==> src/rtl/can_tx_pkg.sv <==
// Shared types and constants for the CAN frame transmitter: state encoding, CRC polynomial,
// fixed field lengths and the state-region helpers used by the sequencer.
package can_tx_pkg;

  localparam logic [14:0] CRC_POLY = 15'h4599;

  localparam int unsigned ID_LEN  = 11;
  localparam int unsigned IDX_LEN = 18;
  localparam int unsigned DLC_LEN = 4;
  localparam int unsigned CRC_LEN = 15;
  localparam int unsigned EOF_LEN = 7;

  // ST_START holds the accepted request until the first bit_tick drives SOF.
  typedef enum logic [4:0] {
    ST_IDLE,
    ST_START,
    ST_SOF,
    ST_ID,
    ST_SRR_RTR,
    ST_IDE,
    ST_IDX,
    ST_RTR_E,
    ST_R1,
    ST_R0,
    ST_DLC,
    ST_DATA,
    ST_CRC,
    ST_CRC_DEL,
    ST_ACK,
    ST_ACK_DEL,
    ST_EOF,
    ST_IFS
  } tx_state_e;

  function automatic logic in_crc_region(input tx_state_e s);
    logic r;
    r = 1'b0;
    case (s)
      ST_SOF, ST_ID, ST_SRR_RTR, ST_IDE, ST_IDX,
      ST_RTR_E, ST_R1, ST_R0, ST_DLC, ST_DATA: r = 1'b1;
      default: r = 1'b0;
    endcase
    return r;
  endfunction

  function automatic logic in_stuff_region(input tx_state_e s);
    return in_crc_region(s) || (s == ST_CRC);
  endfunction

  function automatic logic in_arb_region(input tx_state_e s, input logic ide);
    logic r;
    r = 1'b0;
    case (s)
      ST_ID, ST_SRR_RTR:        r = 1'b1;
      ST_IDE, ST_IDX, ST_RTR_E: r = ide;
      default:                  r = 1'b0;
    endcase
    return r;
  endfunction

endpackage

==> src/rtl/can_frame_tx_if.sv <==
// Host/bus-side signal bundle of the CAN frame transmitter; master drives requests and rx,
// slave is the transmitter itself.
interface can_frame_tx_if;
  logic        bit_tick;
  logic        start;
  logic        ide;
  logic        rtr;
  logic [10:0] id;
  logic [17:0] id_ext;
  logic [3:0]  dlc;
  logic [63:0] data;
  logic        rx;
  logic        tx;
  logic        busy;
  logic        done;
  logic        ack_err;
  logic        arb_lost;

  modport master (
    output bit_tick, start, ide, rtr, id, id_ext, dlc, data, rx,
    input  tx, busy, done, ack_err, arb_lost
  );

  modport slave (
    input  bit_tick, start, ide, rtr, id, id_ext, dlc, data, rx,
    output tx, busy, done, ack_err, arb_lost
  );
endinterface

==> src/rtl/can_crc15_ser.sv <==
// Serial CAN CRC-15 accumulator: one unstuffed bit per en, MSB-first shift, init zero.
module can_crc15_ser
  import can_tx_pkg::*;
(
  input  logic        clk,
  input  logic        reset,
  input  logic        clear,
  input  logic        en,
  input  logic        din,
  output logic [14:0] crc
);

  logic [14:0] r_crc;
  logic        w_fb;

  assign w_fb = din ^ r_crc[14];

  always_ff @(posedge clk) begin
    if (reset || clear) begin
      r_crc <= '0;
    end else if (en) begin
      r_crc <= {r_crc[13:0], 1'b0} ^ (w_fb ? CRC_POLY : 15'h0000);
    end
  end

  assign crc = r_crc;

endmodule

==> src/rtl/can_frame_tx.sv <==
// can_frame_tx: serialises one classical CAN 2.0 frame (base/extended, data/remote) with
// bit stuffing and CRC-15. Define CAN_TX_ARB_EN to enable arbitration-loss detection.
module can_frame_tx
  import can_tx_pkg::*;
#(
  parameter int unsigned STUFF_LEN = 5,
  parameter int unsigned IFS_BITS  = 3
) (
  input logic           clk,
  input logic           reset,
  can_frame_tx_if.slave bus
);

  localparam int unsigned      RUN_W   = $clog2(STUFF_LEN + 1);
  localparam logic [RUN_W-1:0] RUN_ONE = RUN_W'(1);
  localparam logic [RUN_W-1:0] RUN_MAX = RUN_W'(STUFF_LEN);

  tx_state_e        r_state;
  logic [6:0]       r_cnt;
  logic [RUN_W-1:0] r_run;
  logic             r_last;
  logic             r_stuff;
  logic             r_tx;
  logic             r_busy;
  logic             r_done;
  logic             r_ack_err;
  logic             r_arb_lost;

  logic             r_ide;
  logic             r_rtr;
  logic [10:0]      r_id;
  logic [17:0]      r_idx;
  logic [3:0]       r_dlc;
  logic [63:0]      r_data;
  logic [6:0]       r_data_bits;

  logic [6:0]       w_field_len;
  logic             w_field_end;
  tx_state_e        w_adv_state;
  logic [6:0]       w_adv_cnt;
  logic             w_adv_bit;
  logic [3:0]       w_idx_id;
  logic [4:0]       w_idx_x;
  logic [1:0]       w_idx_dlc;
  logic [5:0]       w_idx_data;
  logic [3:0]       w_idx_crc;
  logic             w_stuff_now;
  logic             w_accept;
  logic             w_crc_en;
  logic [14:0]      w_crc;
  logic             w_arb_fail;

  // Field sequencing: where the next non-stuff bit comes from and what value it carries.
  always_comb begin
    w_field_len = 7'd1;
    case (r_state)
      ST_ID:   w_field_len = 7'(ID_LEN);
      ST_IDX:  w_field_len = 7'(IDX_LEN);
      ST_DLC:  w_field_len = 7'(DLC_LEN);
      ST_DATA: w_field_len = r_data_bits;
      ST_CRC:  w_field_len = 7'(CRC_LEN);
      ST_EOF:  w_field_len = 7'(EOF_LEN);
      ST_IFS:  w_field_len = 7'(IFS_BITS);
      default: w_field_len = 7'd1;
    endcase
    w_field_end = (r_cnt == (w_field_len - 7'd1));

    w_adv_state = r_state;
    w_adv_cnt   = r_cnt + 7'd1;
    if (w_field_end) begin
      w_adv_cnt = '0;
      case (r_state)
        ST_START:   w_adv_state = ST_SOF;
        ST_SOF:     w_adv_state = ST_ID;
        ST_ID:      w_adv_state = ST_SRR_RTR;
        ST_SRR_RTR: w_adv_state = ST_IDE;
        ST_IDE:     w_adv_state = r_ide ? ST_IDX : ST_R0;
        ST_IDX:     w_adv_state = ST_RTR_E;
        ST_RTR_E:   w_adv_state = ST_R1;
        ST_R1:      w_adv_state = ST_R0;
        ST_R0:      w_adv_state = ST_DLC;
        ST_DLC:     w_adv_state = (r_rtr || (r_data_bits == 7'd0)) ? ST_CRC : ST_DATA;
        ST_DATA:    w_adv_state = ST_CRC;
        ST_CRC:     w_adv_state = ST_CRC_DEL;
        ST_CRC_DEL: w_adv_state = ST_ACK;
        ST_ACK:     w_adv_state = ST_ACK_DEL;
        ST_ACK_DEL: w_adv_state = ST_EOF;
        ST_EOF:     w_adv_state = ST_IFS;
        default:    w_adv_state = ST_IDLE;
      endcase
    end

    w_idx_id   = 4'd10 - w_adv_cnt[3:0];
    w_idx_x    = 5'd17 - w_adv_cnt[4:0];
    w_idx_dlc  = 2'd3 - w_adv_cnt[1:0];
    w_idx_data = 6'd63 - w_adv_cnt[5:0];
    w_idx_crc  = 4'd14 - w_adv_cnt[3:0];

    w_adv_bit = 1'b1;
    case (w_adv_state)
      ST_SOF:       w_adv_bit = 1'b0;
      ST_ID:        w_adv_bit = r_id[w_idx_id];
      ST_SRR_RTR:   w_adv_bit = r_ide ? 1'b1 : r_rtr;
      ST_IDE:       w_adv_bit = r_ide;
      ST_IDX:       w_adv_bit = r_idx[w_idx_x];
      ST_RTR_E:     w_adv_bit = r_rtr;
      ST_R1, ST_R0: w_adv_bit = 1'b0;
      ST_DLC:       w_adv_bit = r_dlc[w_idx_dlc];
      ST_DATA:      w_adv_bit = r_data[w_idx_data];
      ST_CRC:       w_adv_bit = w_crc[w_idx_crc];
      default:      w_adv_bit = 1'b1;
    endcase
  end

  // The stuff check also fires after the final CRC bit, so a run ending the CRC is still broken.
  assign w_stuff_now = in_stuff_region(r_state) && (r_run == RUN_MAX);
  assign w_accept    = bus.start && (r_state == ST_IDLE);
  assign w_crc_en    = bus.bit_tick && (r_state != ST_IDLE) && !w_stuff_now
                       && in_crc_region(w_adv_state);

`ifdef CAN_TX_ARB_EN
  assign w_arb_fail = bus.bit_tick && (r_state != ST_IDLE) && !r_stuff
                      && in_arb_region(r_state, r_ide) && r_tx && !bus.rx;
`else
  assign w_arb_fail = 1'b0;
`endif

  can_crc15_ser u_crc (
    .clk   (clk),
    .reset (reset),
    .clear (w_accept),
    .en    (w_crc_en),
    .din   (w_adv_bit),
    .crc   (w_crc)
  );

  always_ff @(posedge clk) begin
    if (reset) begin
      r_state     <= ST_IDLE;
      r_cnt       <= '0;
      r_run       <= '0;
      r_last      <= 1'b1;
      r_stuff     <= 1'b0;
      r_tx        <= 1'b1;
      r_busy      <= 1'b0;
      r_done      <= 1'b0;
      r_ack_err   <= 1'b0;
      r_arb_lost  <= 1'b0;
      r_ide       <= 1'b0;
      r_rtr       <= 1'b0;
      r_id        <= '0;
      r_idx       <= '0;
      r_dlc       <= '0;
      r_data      <= '0;
      r_data_bits <= '0;
    end else begin
      r_done     <= 1'b0;
      r_ack_err  <= 1'b0;
      r_arb_lost <= 1'b0;
      if (r_state == ST_IDLE) begin
        if (bus.start) begin
          r_ide       <= bus.ide;
          r_rtr       <= bus.rtr;
          r_id        <= bus.id;
          r_idx       <= bus.id_ext;
          r_dlc       <= bus.dlc;
          r_data      <= bus.data;
          r_data_bits <= (bus.dlc > 4'd8) ? 7'd64 : {bus.dlc, 3'b000};
          r_state     <= ST_START;
          r_cnt       <= '0;
          r_run       <= '0;
          r_last      <= 1'b1;
          r_stuff     <= 1'b0;
          r_busy      <= 1'b1;
        end
      end else if (bus.bit_tick) begin
        if ((r_state == ST_ACK) && !r_stuff && bus.rx) begin
          r_ack_err <= 1'b1;
        end
        if (w_arb_fail) begin
          r_arb_lost <= 1'b1;
          r_state    <= ST_IDLE;
          r_busy     <= 1'b0;
          r_tx       <= 1'b1;
          r_stuff    <= 1'b0;
        end else if (w_stuff_now) begin
          r_tx    <= ~r_last;
          r_last  <= ~r_last;
          r_run   <= RUN_ONE;
          r_stuff <= 1'b1;
        end else if ((r_state == ST_IFS) && w_field_end) begin
          r_state <= ST_IDLE;
          r_busy  <= 1'b0;
          r_done  <= 1'b1;
          r_tx    <= 1'b1;
          r_stuff <= 1'b0;
        end else begin
          r_state <= w_adv_state;
          r_cnt   <= w_adv_cnt;
          r_tx    <= w_adv_bit;
          r_last  <= w_adv_bit;
          r_stuff <= 1'b0;
          if (in_stuff_region(w_adv_state)) begin
            r_run <= (w_adv_bit == r_last) ? r_run + RUN_ONE : RUN_ONE;
          end else begin
            r_run <= '0;
          end
        end
      end
    end
  end

  assign bus.tx       = r_tx;
  assign bus.busy     = r_busy;
  assign bus.done     = r_done;
  assign bus.ack_err  = r_ack_err;
  assign bus.arb_lost = r_arb_lost;

endmodule

==> src/flat_wrapper.sv <==
// flat-port wrapper written by rule: the top's interface ports become plain ports
module can_frame_tx_flat import can_tx_pkg::*;
#(
  parameter int unsigned STUFF_LEN = 5,
  parameter int unsigned IFS_BITS  = 3
)
  (clk, reset, bus_bit_tick, bus_start, bus_ide, bus_rtr, bus_id, bus_id_ext, bus_dlc, bus_data, bus_rx, bus_tx, bus_busy, bus_done, bus_ack_err, bus_arb_lost);
  can_frame_tx_if bus_i ();
  input logic clk;
  input logic reset;
  input wire logic [$bits(bus_i.bit_tick)-1:0] bus_bit_tick;
  input wire logic [$bits(bus_i.start)-1:0] bus_start;
  input wire logic [$bits(bus_i.ide)-1:0] bus_ide;
  input wire logic [$bits(bus_i.rtr)-1:0] bus_rtr;
  input wire logic [$bits(bus_i.id)-1:0] bus_id;
  input wire logic [$bits(bus_i.id_ext)-1:0] bus_id_ext;
  input wire logic [$bits(bus_i.dlc)-1:0] bus_dlc;
  input wire logic [$bits(bus_i.data)-1:0] bus_data;
  input wire logic [$bits(bus_i.rx)-1:0] bus_rx;
  output wire logic [$bits(bus_i.tx)-1:0] bus_tx;
  output wire logic [$bits(bus_i.busy)-1:0] bus_busy;
  output wire logic [$bits(bus_i.done)-1:0] bus_done;
  output wire logic [$bits(bus_i.ack_err)-1:0] bus_ack_err;
  output wire logic [$bits(bus_i.arb_lost)-1:0] bus_arb_lost;
  assign bus_i.bit_tick = bus_bit_tick;
  assign bus_i.start = bus_start;
  assign bus_i.ide = bus_ide;
  assign bus_i.rtr = bus_rtr;
  assign bus_i.id = bus_id;
  assign bus_i.id_ext = bus_id_ext;
  assign bus_i.dlc = bus_dlc;
  assign bus_i.data = bus_data;
  assign bus_i.rx = bus_rx;
  assign bus_tx = bus_i.tx;
  assign bus_busy = bus_i.busy;
  assign bus_done = bus_i.done;
  assign bus_ack_err = bus_i.ack_err;
  assign bus_arb_lost = bus_i.arb_lost;
  can_frame_tx #(.STUFF_LEN(STUFF_LEN), .IFS_BITS(IFS_BITS)) u_core (.clk(clk), .reset(reset), .bus(bus_i));
endmodule
==> config.mk <==
export PLATFORM = sky130hd
export DESIGN_NAME = can_frame_tx_flat
export DESIGN_NICKNAME = d
export VERILOG_FILES = /design/src/rtl/can_tx_pkg.sv /design/src/rtl/can_frame_tx_if.sv /design/src/rtl/can_crc15_ser.sv /design/src/rtl/can_frame_tx.sv /design/src/flat_wrapper.sv
export SDC_FILE = /design/constraint.sdc
export NUM_CORES = 1
export LEC_CHECK = 0
export CORE_MARGIN = 5
export CORE_UTILIZATION = 50
export DETAILED_ROUTE_END_ITERATION = 10
export PLACE_DENSITY = 0.75
export SETUP_SLACK_MARGIN = 0.4
export SLEW_MARGIN = 40
export SYNTH_ARGS = -nofsm -noshare
export SYNTH_HDL_FRONTEND = slang
export SYNTH_SLANG_ARGS = --single-unit
==> constraint.sdc <==
create_clock -name clk -period 5 [get_ports clk]
set_clock_uncertainty 0.1 [all_clocks]
set_input_delay 1 -clock clk [delete_from_list [all_inputs] [get_ports clk]]
set_output_delay 1 -clock clk [all_outputs]
set_load 0.02 [all_outputs]
Yosys cells after proc, flatten, opt, wreduce, memory -nomap -nowiden:

Memory sizes are Yosys's and may differ from the RTL's. A register that Yosys moved wholly into a read port is not among the register bits.
Cells that the tools add are included.

* flip-flop bits (word level): 142
* latch bits: 0
* bits in writable memories: 0
* ROM bits: 48
* input port bits: 104
* output and inout port bits: 5
* logic and storage cells: 167
* memories: 3

* add/sub/neg operators: 8
* multipliers: 0
* divide/modulo/power cells: 0
* $lt $le $gt $ge: 6
* eq/ne operators: 35
* shift-type cells: 0
* mux-type cells: 64
* bitwise operators: 5
* reductions and logical operators: 29

Memories
* (name not given): depth 16, bits a word 1, read ports 1, clocked after memory_dff 0, write ports 0, line can_tx_pkg.sv:38 `case (s)`
* (name not given): depth 16, bits a word 1, read ports 1, clocked after memory_dff 0, write ports 0, line can_tx_pkg.sv:38
* (name not given): depth 16, bits a word 1, read ports 1, clocked after memory_dff 1, write ports 0, line can_tx_pkg.sv:38

Operator list (count)
* $pmux W5 S16: 1
* $eq A5 B4 Y1 const B: 13
* $mux W7: 7
* $pmux W7 S7: 1
* $eq A5 B3 Y1 const B: 8
* $mux W1: 31
* $mux W5: 6
* $mux W3: 8
* $eq A5 B2 Y1 const B: 4
* $mux W15: 1
* $xor A15 B15 Y15: 1
* $mux W4: 3
* $eq A5 B5 Y1 const B: 2
* $lt A4 B5 Y1 const B: 2
* $pmux W1 S9: 1
* $bmux W1 S4: 2
* $logic_and A1 B1 Y1: 8
* $reduce_and A4 Y1: 2
* $sub A4 B4 Y4 const A: 2
* $add A7 B1 Y7 const B: 1
* $eq A7 B7 Y1: 1
* $logic_not A7 Y1: 1
* $lt A6 B7 Y1 const B: 1
* $sub A7 B1 Y7 const B: 1
* other kinds (27): 39

Logic depth before layout (Yosys ltp):

An unclocked memory read counts as a cell.

* depth in word-level cells: 18
* mapped depth: 27
* mapped depth without buffers: 23

Cells and area by module:

From an unflattened synthesis, not the netlist that was laid out.

* cell total of the unflattened synthesis: 1011
* area, all modules: 7776.2 um2

By module, submodules not included
* can_frame_tx: instances 1, cells an instance 944, area each 7126.8 um2, seq. area each 2502.4 um2
* can_crc15_ser: instances 1, cells an instance 67, area each 649.4 um2, seq. area each 300.3 um2

Worst setup path before layout:

No wires, ideal clock.

* path type: flip-flop to flip-flop
* start point: register u_core.r_state[1]
* end point: register u_core.u_crc.r_crc[10] (netlist: u_core.u_crc.crc[10])
* library setup time: 0.086 ns
* arrival time: 5.302 ns
* data required time: 4.814 ns
* slack: -0.488 ns
* cell stages (with the launch flop): 28
* buffers on the path: 5
* clock period less this slack: 5.488 ns
* path through: dfxtp_1 -> buf_2 -> buf_1 -> xnor2_1 -> o32ai_1 -> a21oi_1 -> ha_1 -> xor2_1 -> xnor2_1 -> nand3_1 -> nor4_4 -> o21ai_2 -> buf_2 -> and2_1 -> ha_1 -> clkbuf_1 -> mux2_2 -> nand2_1 -> o21ai_0 -> nand3_1 -> or3_1 -> o2111ai_1 -> a2111o_1 -> nor2_1 -> and2_4 -> buf_12 -> xor3_1 -> a211oi_1

* longest elaborated chain between the ends: 12
* elaborated cells on any way between the ends: 66
* those cells by class: 6 x add/sub; 29 x eq/ne; 17 x mux; 2 x bitwise; 11 x reduce/logical; 1 x memory

Ends and longest elaborated chain
* from (decl): line can_frame_tx.sv:18 `tx_state_e r_state;`
* from (signal assigned): line can_frame_tx.sv:198 `r_state <= w_adv_state;`
* $eq A5 B5 Y1, or another cell as far along: line can_frame_tx.sv:56 `case (r_state)`
* $pmux W7 S7: line can_frame_tx.sv:56
* $sub A7 B1 Y7: line can_frame_tx.sv:66 `w_field_end = (r_cnt == (w_field_len - 7'd1));`
* $eq A7 B7 Y1: line can_frame_tx.sv:66
* $mux W7: line can_frame_tx.sv:70 `if (w_field_end) begin`
* $sub A6 B6 Y6, or another cell as far along: line can_frame_tx.sv:96 `w_idx_data = 6'd63 - w_adv_cnt[5:0];`
* $bmux W1 S6, or another cell as far along: line can_frame_tx.sv:109 `ST_DATA: w_adv_bit = r_data[w_idx_data];`
* $mux W1, on equally long branches
* $pmux W1 S9: line can_frame_tx.sv:100 `case (w_adv_state)`
* $xor A1 B1 Y1: line can_crc15_ser.sv:16 `assign w_fb = din ^ r_crc[14];`
* $mux W15: line can_crc15_ser.sv:22 `r_crc <= {r_crc[13:0], 1'b0} ^ (w_fb ? CRC_POLY : 15'h0000);`
* $xor A15 B15 Y15: line can_crc15_ser.sv:22
* to (signal assigned): line can_crc15_ser.sv:22
* to (decl): line can_crc15_ser.sv:13 `logic [14:0] r_crc;`

Parallel ways exist; a longest one is shown, timed or not. The select of a mux whose other input is x is not followed.
A chain may end at the register's enable or synchronous reset.

Worst setup path in the final report:

* start point: register u_core.r_state[1]
* end point: register u_core.r_run[0]

* longest elaborated chain between the ends: 18
* elaborated cells on any way between the ends: 74
* those cells by class: 6 x add/sub; 32 x eq/ne; 27 x mux; 8 x reduce/logical; 1 x memory

Ends and longest elaborated chain
* branches (longest 18 deep; another with $sub A7 B1 Y7)
* to (signal assigned): line can_frame_tx.sv:204 `r_run <= (w_adv_bit == r_last) ? r_run + RUN_ONE : RUN_ONE;`
* to (decl): line can_frame_tx.sv:20 `logic [RUN_W-1:0] r_run;`

Several ways; the timed one is not identified. The select of a mux whose other input is x is not followed.

==> qor.yml <==
viasPerCell: 5.707
syn_to_final_growth_pct: 31.56
seq_power_share_pct: 39.5
grtUsageMet1_pct: 33.15
die-width_um: 134.8
gp_congestion: 0.9653
ys_async_sr_fraction_pct: 0
ant_nets: 0
arrival_ps: 4930
synth_top_cell_area_share_pct: 36.02
die_area_um2: 18160
fill_cells: 1272
status: "finished, final reports clean"
synth_seq_cells: 140
yosysSeqAreaShare_pct: 36.02
grt_pass1_vias: 7077
fin_nets: 1225
htreeDepth: 4
syn-num-nets: 1116
grt_max_degree: 105
yosys_warnings: 0
use_met3_pct: 5.626
grt_usage_pct: 24.14
critPathRequiredTime_ps: 5210
pwr-share-clk_pct: 42.0
ys_types: 85
avgSynthCellArea_um2: 7.758
slew_headroom_pct: 42.85
setup_viol: 0
cts_root_buffer: "clkbuf_16"
finalCriticalPeriod_ps: 4714
finalHoldViolations: 0
detail_route.wl_per_cell_um: 16.75
max-cap-violations: 0
dpl.hpwl_um: 14880
yosys.area.top_type: "dfxtp_1"
cts_buffer_depth: 2
overflow: 0
gr-usage-met2_pct: 37.60
seq_area_um2: 2821
synth-edff-count: 0
syn_inst: 1003
post-place-ws_ps: -20.57
hold_path_class: "flop to flop"
hold_buffers: 0
core_area_um2: 15260
layout.cells.non_filler: 1336
clock.fmax_ghz: 0.2121
sw_frac_of_total_pct: 28.00
rows: 45
grt_pass1_wl_um: 35380
rsz0062_at_grt: "true"
vdd.ir_drop.worst_mv: 0.2367
ys.flop_type: "dfxtp_1"
drtIter0Drc: 637
clk_latency_ps: 430
ys_top_cells_by_count: "nand2_1 (261), dfxtp_1 (140), a21oi_1 (138), clkbuf_1 (64), nor2_1 (55)"
start_util_pct: 51.00
cp_max_fo: 8
cts.sinks: 140
numCtsBuffers: 17
min_period_over_period_pct: 94.29
vias: 7624
wirelength_um: 22380
antenna_cells: 0
synthesis.area_um2: 7781
p_per_area_nw_per_um2: 310.9
setup_slack_ps: 285.7
end_kind: "flop"
yosysMostFrequentCell: "nand2_1"
clk_pin_slew_ps: 60
tritoncts: "done"
leakage_uw: 0.003795
multi_input_area_um2: 4907
top_level_ports: 109
antenna_found_initial: 0
path_class: "flop to flop"
final_max_slew_viol_count: 0
power.share.combinational_pct: 18.4
p_int_uw: 2292
layout-drive-gt1-share_pct: 17.16
crit_path_start_kind: "flop"
firstDrtPassIters: 5
worst_slew_pin_slew_ps: 848.3
remaining_drc_errors: 0
switchingPower_uw: 891.1
port_buffers: 107
synthTopCellsByArea: "dfxtp_1 (36%), nand2_1 (13%), a21oi_1 (8.9%)"
dieHeight_um: 134.8
busiest_layer: "met2"
dp.cells: 1271
[logic make-up (layout without fill, tap and decap cells)]
logic type	count (synthesis)	count (layout)	share of synthesized area [%]
AOI/OAI and AO/OA	251	251	19.57
xor gates and xnor gates	27	27	4.100
adders and majority gates	9	9	1.447
buffers and inverters	95	217	5.226
DFF	140	140	36.02
muxes	41	41	8.024
other	1	1	0.04819
and+or+nand+nor	439	439	25.57
[cell usage in the layout, fill, tap and decap left out, types with 7 or more instances in the layout]
master / instances
nor2b_1: 8
o21ai_0: 28
a211oi_2: 7
a21oi_1: 136
nand2b_1: 9
dfxtp_1: 135
clkdlybuf4s50_1: 106
xnor2_1: 9
nand2_1: 259
nor2_1: 54
nor3_1: 23
nand4_1: 8
xor2_1: 10
nand3b_1: 8
mux2i_1: 15
inv_1: 10
a31oi_1: 9
mux4_2: 16
buf_4: 62
clkbuf_16: 17
nand3_1: 18
[power by group through the flow]
stage          Sequential, uW  Combinational [uW]  Clock, uW
3_3_place_gp             1280                 527          0
3_5_place_dp             1280                 532          0
5_1_grt                  1270                 641       1410
4_1_cts                  1260                 557       1350
2_1_floorplan            1260                 370          0
6_report                 1260                 587       1340
[state kept, by name, summed over array words and instances, names as in the netlist, 3 cells and up, named ones only]
name and count:
u_core.r_data 64, u_core.r_data_bits 4, u_core.r_run 3, u_core.r_idx 18, u_core.u_crc.crc 15, u_core.r_dlc 4, u_core.r_state 5, u_core.r_id 11
u_core.r_cnt 7
[layer usage]
metal	vias up	part of all wire, %
met5	-	0
met4	0	2.1
li1	3724	-
met2	266	47
met1	3585	44
met3	49	6.3
[worst paths after layout]
kind | cells past startpoint | from | end | slack (ps)
setup / recovery | 23 | u_core.r_state[1] | u_core.r_run[0] | 290
hold / removal | 2 | u_core.r_data[9] | u_core.r_data[9] | 350
setup reg to reg | 23 | u_core.r_state[1] | u_core.r_run[0] | 290
hold reg to reg | 2 | u_core.r_data[9] | u_core.r_data[9] | 350
[through the flow]
stage	hold slack, ps	total power, uW	util (%)	TNS [ps]	cell area (um2)
floorplan	331.1	1628	-	0	7883
global placement	339.8	1804	59.29	0	9047
detailed placement	344.4	1812	59.32	-78.90	9051
CTS	352.4	3166	65.20	0	9948
global route	368.2	3316	67.09	0	10240
finish	351.5	3183	67.09	0	10240
[critical path: stages, from the launching register on]
cell and delay (ps):
dfxtp_4 390, xnor2_2 170, o32ai_2 100, a21oi_1 210
ha_2 220, xor2_1 170, xnor2_1 140, nand3_1 120
buf_4 160, o41ai_4 360, nand2_2 130, ha_4 310
mux2_4 310, nand2_1 60, o21ai_1 60, nand3_1 100
or3_4 130, o2111ai_2 100, a2111o_1 450, nor2_2 130
and2_4 220, buf_4 150, xnor2_4 70, o221a_1 220
[layout make-up]
class                   instances  share of cell area, %
inverters                      13                 0.4889
clock buffers                  19                  4.424
multi-input cells             768                  47.93
clock inverters                13                  1.723
flip-flops and latches        140                  27.56
repair buffers                172                  15.29
well taps                     211                  2.579
[what timing repair did]
item,4_1_cts,5_1_grt
resized for setup,28,41
hold endpoints to repair,0,0
pin swaps,13,12
setup buffers,20,13
setup endpoints to repair,12,12
No activity file was read; power rests on OpenSTA's default activity.
==> RTL change 1 (same flow settings) <==
The option `CAN_TX_ARB_EN` is turned on by a define.
--- a/src/rtl/can_frame_tx.sv
+++ b/src/rtl/can_frame_tx.sv
@@ -2,2 +2,4 @@
 // bit stuffing and CRC-15. Define CAN_TX_ARB_EN to enable arbitration-loss detection.
+`define CAN_TX_ARB_EN
+
 module can_frame_tx
Behaviour: not the same (a bounded check fails within 10 cycles, from zero or initial values and one cycle with reset high).
==> RTL change 1 against the unedited design <==
  * Design area is essentially flat
  * Worst hold slack hardly changed
  * Core utilization increased by 0.70 points
  * Area after synthesis is 1.6% lower
  * Sequential cell count rose by 1
  * Worst setup slack lost 0.23 ns
  * Wire length shrank 2.1%
  * Highest routed layer unchanged
Power is not compared: it rests on default switching activity, and its combinational part moved more than twofold at a synthesized area within 25%.
==> RTL change 1: results (changes against the unedited design) <==
status complete, no violations; largest net degree at the start of global routing 100 (-4.8%); DR vias/cell 5.829 (+2.2%); gpl congestion 0.8781 (-9.0%); Initial Util 50.76% (-0.23 points); worst slack, placed -0.06466 ns (-0.04410 ns); slowest stage cell, crit path or4_4; synth unique cells 74 (-13%); gr usage total 23.94% (-0.20 points); Placed Cells 1,242 (-2.3%); I/O Buffers 108 (+0.93%); global-route wire length before repair 35,230 um (-0.43%); post-synthesis mux area share 10.37% (+2.3 points); Max clock buf depth 2 (unchanged); Hold WC Path Type flip-flop to flip-flop; vias in the first global route 7,214 (+1.9%); most frequent cells after synthesis nand2_1 (243), dfxtp_1 (141), a21oi_1 (137), nor2_1 (63), clkbuf_1 (60); DRC marker count from the first detailed-route iteration 576 (-9.6%); period utilisation layout 98.90% (+4.6 points); synth top area cells dfxtp_1 (37%), nand2_1 (12%), a21oi_1 (9.0%); GRT overflow 0 (unchanged); DRT Pass-1 Iters 6 (+1); synth warn 0 (unchanged); Worst Reg-to-Reg Cells 26 (+13%); H-tree depth 4 (unchanged); TritonCTS Buffers 17 (unchanged); layout cells sized above 1 18.23% (+1.1 points); max incr delay on CP 0.49 ns (+0.04 ns); Synth Area in XOR/XNOR 3.871% (-0.23 points); slew margin rel. 50.33% (+7.5 points); max reg flops 64 (unchanged); final-layout fill cell count 1,243 (-2.3%); Synth Area in Adders 1.470% (+0.023 points); drt total wl 21,900 um (-2.1%); Leak 3.818 nW; flop2flop setup slack 0.06 ns (-0.23 ns); Skew-Pair Late Insertion Delay 0.43 ns (about the same); Min-Delay Path Depth 2 (unchanged); CTS clk-pin slew, worst paths 0.06 ns (about the same); most flop-heavy register u_core.r_data; post-synthesis sequential area ratio 36.85% (+0.83 points); initial antenna violation count 0 (unchanged); ys async rst share 0% (unchanged); post-DP HPWL 14,910 um (+0.21%); Arrival @ worst endpoint 5.15 ns (+0.22 ns); Crit Path Max Fanout 6 (-2); Antenna diodes 0 (unchanged); area fraction in compound gates after synthesis 17.36% (-2.2 points); syn nets 1,076 (-3.6%); post-synthesis cell count 963 (-4.0%); VDD IR-drop max ~0.0003 V; Layout Cells excl Fill 1,296 (-3.0%)
## RTL change 1: changes by cell type in the layout (fill, tap and decap cells not counted), moves of 5 or more
cell | before | now
a211oi_2 | 7 | 0
buf_4 | 62 | 68
buf_6 | 3 | 13
mux2i_1 | 15 | 21
mux4_2 | 16 | 23
nand2_1 | 259 | 239
nor2_1 | 54 | 61
o21ai_0 | 28 | 16
o21ai_1 | 6 | 1
xnor2_2 | 1 | 6
xnor3_1 | 0 | 5
xor3_1 | 5 | 0
## RTL change 1: where the power goes
group          switching, mW  internal [mW]
logic                   1.34           1.11
registers              0.150           1.33
clock network          0.498          0.684
## RTL change 1: cell type report
| cell class | instances | area (um^2) | share of cell area (%) |
|---|---|---|---|
| multi-input cells | 733 | 4813 | 47.05 |
| flip-flops and latches | 141 | 2833 | 27.69 |
| repair buffers | 189 | 1748 | 17.09 |
| clock buffers | 19 | 432.9 | 4.232 |
| well taps | 188 | 235.2 | 2.299 |
| clock inverters | 13 | 116.4 | 1.137 |
| inverters | 13 | 51.30 | 0.5015 |
## RTL change 1: final timing paths
check	start	endpoint
worst max-delay path	u_core.r_state[1]	u_core.u_crc.crc[14]
worst min-delay path	u_core.r_data[24]	u_core.r_data[24]
worst max register to register	u_core.r_state[1]	u_core.u_crc.crc[14]
worst min register to register	u_core.r_data[24]	u_core.r_data[24]
## RTL change 1: logic make-up after synthesis
group | Yosys count
and+or+nand+nor | 425
AOI/OAI and AO/OA | 223
DFF | 141
buffers and inverters | 89
muxes | 50
xor gates and xnor gates | 26
adders and majority gates | 9
## RTL change 1: timing repair
action	4_1_cts	5_1_grt
buffers inserted	9	13
gates resized for setup	29	30
pin swaps	21	32
hold buffers	0	0
setup endpoints to repair	12	12
## RTL change 1: worst max-delay path, delay by kind of cell, from the launching register on
kind                     cells  cell delay (ns)
AND/OR/NAND/NOR             11             2.20
AO/OA/AOI/OAI                6             0.74
buffers and inverters        5             0.74
flip-flops                   1             0.38
adder cells (fa/ha/maj)      2             0.36
XOR/XNOR                     1             0.17
multiplexers                 1             0.13
## RTL change 1: layer usage
metal	up-vias	part of all wire [%]	global-route usage, %
met5	-	0	0
met4	0	2.6	8.686
met3	48	7.7	6.264
met2	270	48	38.77
met1	3573	42	30.97
li1	3664	-	-
## RTL change 1: metrics by stage
step	instance area, um^2	hold WS, ns
global placement	9214	0.3391
detailed placement	9238	0.3456
global route	10230	0.3711
floorplan	7824	0.3329
CTS	9981	0.3541
finish	10230	0.3520
==> RTL change 2 (same settings) <==
Without the edit above. Make the reset (`reset`) asynchronous in one clocked block.
--- a/src/rtl/can_frame_tx.sv
+++ b/src/rtl/can_frame_tx.sv
@@ -136,3 +136,3 @@
 
-  always_ff @(posedge clk) begin
+  always_ff @(posedge clk or posedge reset) begin
     if (reset) begin
Function: differs if reset is asserted again (counterexample within 4 cycles, from zero or initial values and one cycle with reset high); with reset held inactive, the same outputs for 10 cycles.
==> RTL change 2 against the unedited design <==
  * Critical path depth decreased by 4
  * Area after synthesis increased by 2.9%
  * Design area hardly changed
  * Synthesized cell count down 6.8%
  * Sequential cell count fell by 1
  * Worst setup slack improved by 0.14 ns
  * Wire length decreased by 2.1%
  * Core utilization down 2.5 points
  * Highest routed layer unchanged
Power is not compared: it rests on default switching activity, and its combinational part moved more than twofold at a synthesized area within 25%.
==> RTL change 2: results (changes against the unedited design) <==
synth top area cells dfrtp_1 (38%), nand2_1 (16%), dfxtp_1 (3.7%); syn nets 1,048 (-6.1%); min Tclk post-route 4.572 ns (-0.1425 ns); Post-CTS Resized 18 (-36%); Layout Cells excl Fill 1,284 (-3.9%); layout cells sized above 1 15.17% (-2.0 points); post-synthesis sequential area ratio 42.52% (+6.5 points); worst slack, placed 0.1341 ns (+0.1547 ns); gr usage total 24.02% (-0.12 points); global-route wire length before repair 35,450 um (+0.20%); area of the multi-input gates 0.004444 mm^2 (-9.4%); most frequent cells after synthesis nand2_1 (351), dfrtp_1 (122), nor2_1 (52), clkbuf_1 (39), o21ai_0 (30); Setup crit end u_core.r_run[2]; synth unique cells 96 (+13%); status complete, no violations; DRC marker count from the first detailed-route iteration 587 (-7.8%); slowest stage cell, crit path mux4_2; Worst Reg-to-Reg Cells 19 (-17%); Setup Buffers After CTS 9 (-55%); flop2flop setup slack 0.43 ns (+0.14 ns); Vias 7,189 (-5.7%); post-synthesis cell count 935 (-6.8%); Worst path top cell family by delay simple AND/OR/NAND/NOR gates; gpl congestion 0.8862 (-8.2%); Arrival @ worst endpoint 4.76 ns (-0.17 ns); Worst Hold End u_core.r_data[7]; drt total wl 21,910 um (-2.1%); Hold Startpoint u_core.r_data[7]; post-DP HPWL 15,410 um (+3.6%); H-tree depth 4 (unchanged); RR Startpoint u_core.r_state[2]; final-layout fill cell count 1,325 (+4.2%); ys async rst share 89.21% (+89 points); hold_ws 0.3715 ns (+0.01997 ns); DP Area 0.009394 mm^2 (+3.8%); DRT Pass-1 Iters 7 (+2); vias in the first global route 7,020 (-0.81%); GRT overflow 0 (unchanged); slew margin rel. 45.32% (+2.5 points); CTS root buffer clkbuf_16; largest net degree at the start of global routing 75 (-29%)
## RTL change 2: changes by cell type after synthesis, sizes merged, moves of 18 or more
cell    change
clkbuf     -25
nor3       -18
dfxtp     -125
nand2      +88
dfrtp     +122
a21oi     -109
## RTL change 2: routing by layer
layer	share of wire (%)	track usage (%)	routed length [um]	vias to the layer above
li1	-	-	-	3440
met1	43	31.74	9425	3457
met2	48	39.38	10600	255
met3	6.4	5.147	1398	37
met4	2.2	8.175	484	0
met5	0	0	0	-
## RTL change 2: cell families after synthesis
family                   synth area share (%)
adder cells (fa/ha/maj)                 1.406
other                                 0.04682
AO/OA/AOI/OAI                           13.50
AND/OR/NAND/NOR                         26.93
flip-flops                              42.52
multiplexers                            7.794
XOR/XNOR                                3.671
buffers and inverters                   4.139
## RTL change 2: cell type report
type / instances / area share (%)
well taps: 216 / 2.642
flip-flops and latches: 139 / 33.37
inverters: 13 / 0.5015
clock inverters: 10 / 0.8930
repair buffers: 160 / 14.51
clock buffers: 22 / 4.636
multi-input cells: 724 / 43.45
